`config.mk`:
```
export PLATFORM = sky130hd
export DESIGN_NAME = palu_sched
export DESIGN_NICKNAME = d
export VERILOG_FILES = /design/src/rtl/palu_sched.sv
export SDC_FILE = /design/constraint.sdc
export NUM_CORES = 1
export LEC_CHECK = 0
export CORE_MARGIN = 8
export CORE_UTILIZATION = 41
export DETAILED_ROUTE_END_ITERATION = 8
export GPL_TIMING_DRIVEN = 0
export PLACE_DENSITY = 0.76
export SETUP_SLACK_MARGIN = 0.3
export SKIP_LAST_GASP = 1
export SYNTH_ARGS = -nofsm -noshare
export SYNTH_HDL_FRONTEND = slang
export SYNTH_SLANG_ARGS = --single-unit
```
`constraint.sdc`:
```
create_clock -name clk -period 1.7 [get_ports clk]
set_clock_uncertainty 0.1 [all_clocks]
set_input_delay 0.34 -clock clk [delete_from_list [all_inputs] [get_ports clk]]
set_output_delay 0.34 -clock clk [all_outputs]
set_load 0.1 [all_outputs]
```
`src/rtl/palu_sched.sv`:
```
// Round-robin scheduler sharing one eightbit_palu between two requesters.
// Operands are latched toward the PALU, the result is captured after ALU_LAT cycles and returned tagged.
//
// state | meaning
// IDLE  | arbitrate requesters, accept one operation
// EXEC  | PALU inputs stable, settle timer counting down
// RESP  | captured result held until the consumer accepts it
module palu_sched #(
    parameter int ALU_LAT = 1
) (
    input  logic       clk,
    input  logic       rst_n,
    input  logic       req0_valid,
    input  logic [1:0] req0_op,
    input  logic [7:0] req0_a,
    input  logic [7:0] req0_b,
    output logic       req0_ready,
    input  logic       req1_valid,
    input  logic [1:0] req1_op,
    input  logic [7:0] req1_a,
    input  logic [7:0] req1_b,
    output logic       req1_ready,
    output logic [1:0] palu_s,
    output logic [7:0] palu_a,
    output logic [7:0] palu_b,
    input  logic [7:0] palu_f,
    input  logic       palu_ovf,
    output logic       rsp_valid,
    output logic       rsp_id,
    output logic [7:0] rsp_f,
    output logic       rsp_ovf,
    input  logic       rsp_ready,
    output logic       busy,
    output logic [7:0] ovf_count
);

    typedef enum logic [1:0] {IDLE, EXEC, RESP} state_t;

    localparam logic [1:0] LAT_LOAD = 2'(ALU_LAT - 1);

    state_t     state;
    logic       last_grant;
    logic [1:0] lat_cnt;
    logic       any_valid;
    logic       grant;

    // On a tie the requester that did not win last time goes next.
    always_comb begin
        any_valid = req0_valid | req1_valid;
        if (req0_valid && req1_valid) grant = ~last_grant;
        else                          grant = req1_valid;
    end

    assign req0_ready = (state == IDLE) && any_valid && !grant;
    assign req1_ready = (state == IDLE) && any_valid &&  grant;
    assign busy       = (state != IDLE);

    always_ff @(posedge clk or negedge rst_n) begin
        if (!rst_n) begin
            state      <= IDLE;
            last_grant <= 1'b1;
            lat_cnt    <= '0;
            palu_s     <= '0;
            palu_a     <= '0;
            palu_b     <= '0;
            rsp_valid  <= 1'b0;
            rsp_id     <= 1'b0;
            rsp_f      <= '0;
            rsp_ovf    <= 1'b0;
            ovf_count  <= '0;
        end else begin
            case (state)
                IDLE: begin
                    if (req0_ready || req1_ready) begin
                        palu_s     <= grant ? req1_op : req0_op;
                        palu_a     <= grant ? req1_a  : req0_a;
                        palu_b     <= grant ? req1_b  : req0_b;
                        rsp_id     <= grant;
                        last_grant <= grant;
                        lat_cnt    <= LAT_LOAD;
                        state      <= EXEC;
                    end
                end
                EXEC: begin
                    if (lat_cnt != 2'd0) begin
                        lat_cnt <= lat_cnt - 2'd1;
                    end else begin
                        rsp_f     <= palu_f;
                        rsp_ovf   <= palu_ovf;
                        rsp_valid <= 1'b1;
                        state     <= RESP;
                    end
                end
                RESP: begin
                    if (rsp_ready) begin
                        rsp_valid <= 1'b0;
                        state     <= IDLE;
                        if (rsp_ovf && ovf_count != 8'hFF) ovf_count <= ovf_count + 8'd1;
                    end
                end
                default: state <= IDLE;
            endcase
        end
    end

endmodule

```
==> impl_metrics.py <==
metrics = {
    "run_status": {
        "status": "finished with violations",
        "violations": "setup timing",
    },
    "timing": {
        "min_period_over_period_pct": 113,
        "grt_setup_unrepaired": "yes",
        "finalWorstSetupSlack_ps": -222,
        "hold_violations": 0,
        "setup_viol": 27,
        "slew_violations": 0,
        "fmax_mhz": 520,
        "tightest_slew_ps": 409,
        "relSlewSlack_pct": 72.7,
        "post-route-min-period_ps": 1920,
    },
    "layout": {
        "regArea_mm2": 0.00111,
        "multi_input_area_um2": 885,
        "instances_no_fill": 339,
        "area_delta_synth_final_pct": 100,
        "fillCellCount": 215,
        "final_layout_size_suffix_gt1_share_pct": 52.1,
        "fin_nets": 337,
    },
    "yosys": {
        "yosysSeqAreaShare_pct": 55.7,
        "async_flop_share_pct": 100,
        "avgSynthCellArea_um2": 12.4,
        "synth_common_cells": "41 x dfrtp_1, 18 x a221o_1, 9 x a21boi_0, 9 x a21boi_1, 7 x mux2_1",
        "syn_nets": 204,
        "synth_flop_cell": "dfrtp_1",
        "syn_inst": 152,
        "synth-edff-count": 0,
        "ys_seq_elements": 42,
        "synth.distinct_cells": 34,
        "synth_area_leader_cell": "dfrtp_1",
        "yosysWarnings": 0,
        "netlist_area_mm2": 0.00189,
        "synth_most_common_cell": "dfrtp_1",
        "synth_top_area_share_pct": 54.3,
        "synth_area_leaders": "dfrtp_1 54%, a221o_1 9.5%, mux2_1 4.2%",
    },
    "floorplanning": {
        "die-area_mm2": 0.00703,
        "die_h_um": 83.9,
        "row_count": 24,
        "start_util_pct": 43.1,
        "core_area_mm2": 0.00438,
        "die_x_um": 83.9,
        "top_level_ports": 90,
    },
    "placed_design": {
        "gp_congestion": 0.728,
        "numPortBuffers": 89,
        "dp_worst_setup_slack_ps": -1190,
        "dp_cells": 294,
        "hpwl_mm": 4.01,
    },
    "critical_path": {
        "crit_path_end_kind": "output port",
        "required_ps": 1260,
        "cp_cell_sequence": "nand2b_1 > and3_1 > buf_6 > buf_12 > buf_12",
        "arrival_ps": 1480,
        "worst_path_max_delay_cell": "dfstp_2",
        "cp-start-kind": "flip-flop",
        "cp_top_family": "flip-flops",
        "setup.worst_path.class": "flip-flop to output port",
        "crit_top_cell": "buf_12",
        "path_max_fanout": 3,
        "critical_path_buf_inv_count": 3,
        "max_stage_delay_ps": 560,
    },
    "cts": {
        "clk_pin_slew_worst_paths_ps": 90,
        "cts_buffers": 5,
        "cts_root_buf": "clkbuf_8",
        "htree_levels": 2,
        "cts_tree": "done",
        "clk_latency_ps": 300,
        "cts.sinks": 42,
        "clk_path_buf_depth": 2,
    },
    "run": {
        "drv_cap": 0,
    },
    "route": {
        "postRouteAntennaNets": 0,
        "drc": 0,
        "via_count": 1850,
        "met1Wirelength_mm": 2.71,
        "wirelength_mm": 6.71,
        "met3_length_um": 576,
        "wl_per_cell_um": 19.8,
        "drtIter0Drc": 60,
        "top_layer_used": "met4",
        "avgViaCountPerCell": 5.46,
        "routed-wl-met2_mm": 3.32,
        "drt_first_pass_iters": 4,
    },
    "grt": {
        "grt_pass1_wl_mm": 9.55,
        "grt_max_degree": 28,
        "gr-total-overflow": 0,
        "grt_pass1_vias": 1937,
        "grt_antenna_before_repair": 1,
        "grtUsageTotal_pct": 16.5,
    },
    "hold_path": {
        "hold_path.class": "input port to asynchronous set/reset pin",
    },
}
[path summary, 6_finish.rpt]
check	slack, ps	depth (start not counted)	end	startpoint
max	-220	5	req0_ready	last_grant
min	390	2	ovf_count[6]	rst_n
max reg2reg	-140	8	ovf_count[7]	state[1]
min reg2reg	420	1	rsp_id	rsp_id
max in group asynchronous	550	3	last_grant	rst_n
min in group clk	420	1	rsp_id	rsp_id
[final cells by class]
type	instances	area share (%)
buffer	9	2.88
antenna	1	0.0662
clock inverter	1	0.794
multi-input combinational	97	23.4
timing repair buffer	125	39.1
inverter	5	0.596
sequential	42	29.4
clock buffer	7	2.02
tap	52	1.72
[routing by layer]
metal  GRT usage [%]  up-vias
li1                -      848
met1            18.5      912
met2            26.7       80
met3            7.81       10
met4            5.65        0
met5               0        -
[flip-flops by register name, summed over array words and instances, names as in the netlist]
register    cells
ovf_count       8
palu_b          8
palu_a          8
rsp_f           8
rsp_id          1
state           2
lat_cnt         2
rsp_valid       1
rsp_ovf         1
palu_s          2
last_grant      1
[worst reg2reg max path: stages, from the launching register on]
cell	delay [ps]
dfrtp_2	440
buf_6	120
buf_6	100
buf_6	110
buf_6	120
and4b_1	190
buf_6	140
nand4_1	90
mux2_1	320
[cells by family (layout without fill, tap and decap cells)]
group	count (synthesis)	after routing	share of synthesized area [%]
compound gates	50	50	21.3
flops	42	42	55.7
simple gates	28	29	8.42
mux	14	14	8.28
buf+inv	14	147	3.98
fa+ha+maj	2	2	1.33
xor+xnor	2	2	0.928
other cells	0	1	0
[cells in the final DEF (no fill, tap or decap), types with 3 or more instances in the layout]
cell,instances
clkdlybuf4s50_1,46
buf_6,42
dfrtp_2,20
buf_12,18
a221o_1,18
buf_4,17
a21boi_1,14
dfrtp_1,12
dfrtp_4,9
mux2_2,6
nand4_1,5
mux2_4,5
clkbuf_8,5
inv_1,4
o21ai_0,4
nor2_1,4
nand2_1,3
buf_8,3
a21boi_2,3
[stage by stage]
| stage | hold slack (ps) | cell area, um^2 | util, % | setup TNS [ps] |
|---|---|---|---|---|
| 5_1_grt | 430 | 3780 | 86.2 | -3370 |
| 4_1_cts | 404 | 3470 | 79.3 | -771 |
| 3_5_place_dp | 186 | 2990 | 68.2 | -16390 |
| 6_report | 387 | 3780 | 86.2 | -2180 |
| 2_1_floorplan | -55.6 | 2020 | - | -76.4 |
| 3_3_place_gp | 361 | 2980 | 67.9 | -58420 |
[what timing repair did]
item	CTS	global route
hold buffers	1	0
endpoints found under the hold margin	15	0
pin swaps	8	8
resized for setup	310	52
buffers inserted	17	13
gates cloned	3	2
setup endpoints to repair	75	72
Power is left out: the tool's default activity adds up to more than one toggle a clock period on the data nets, which glitch-free logic cannot reach.
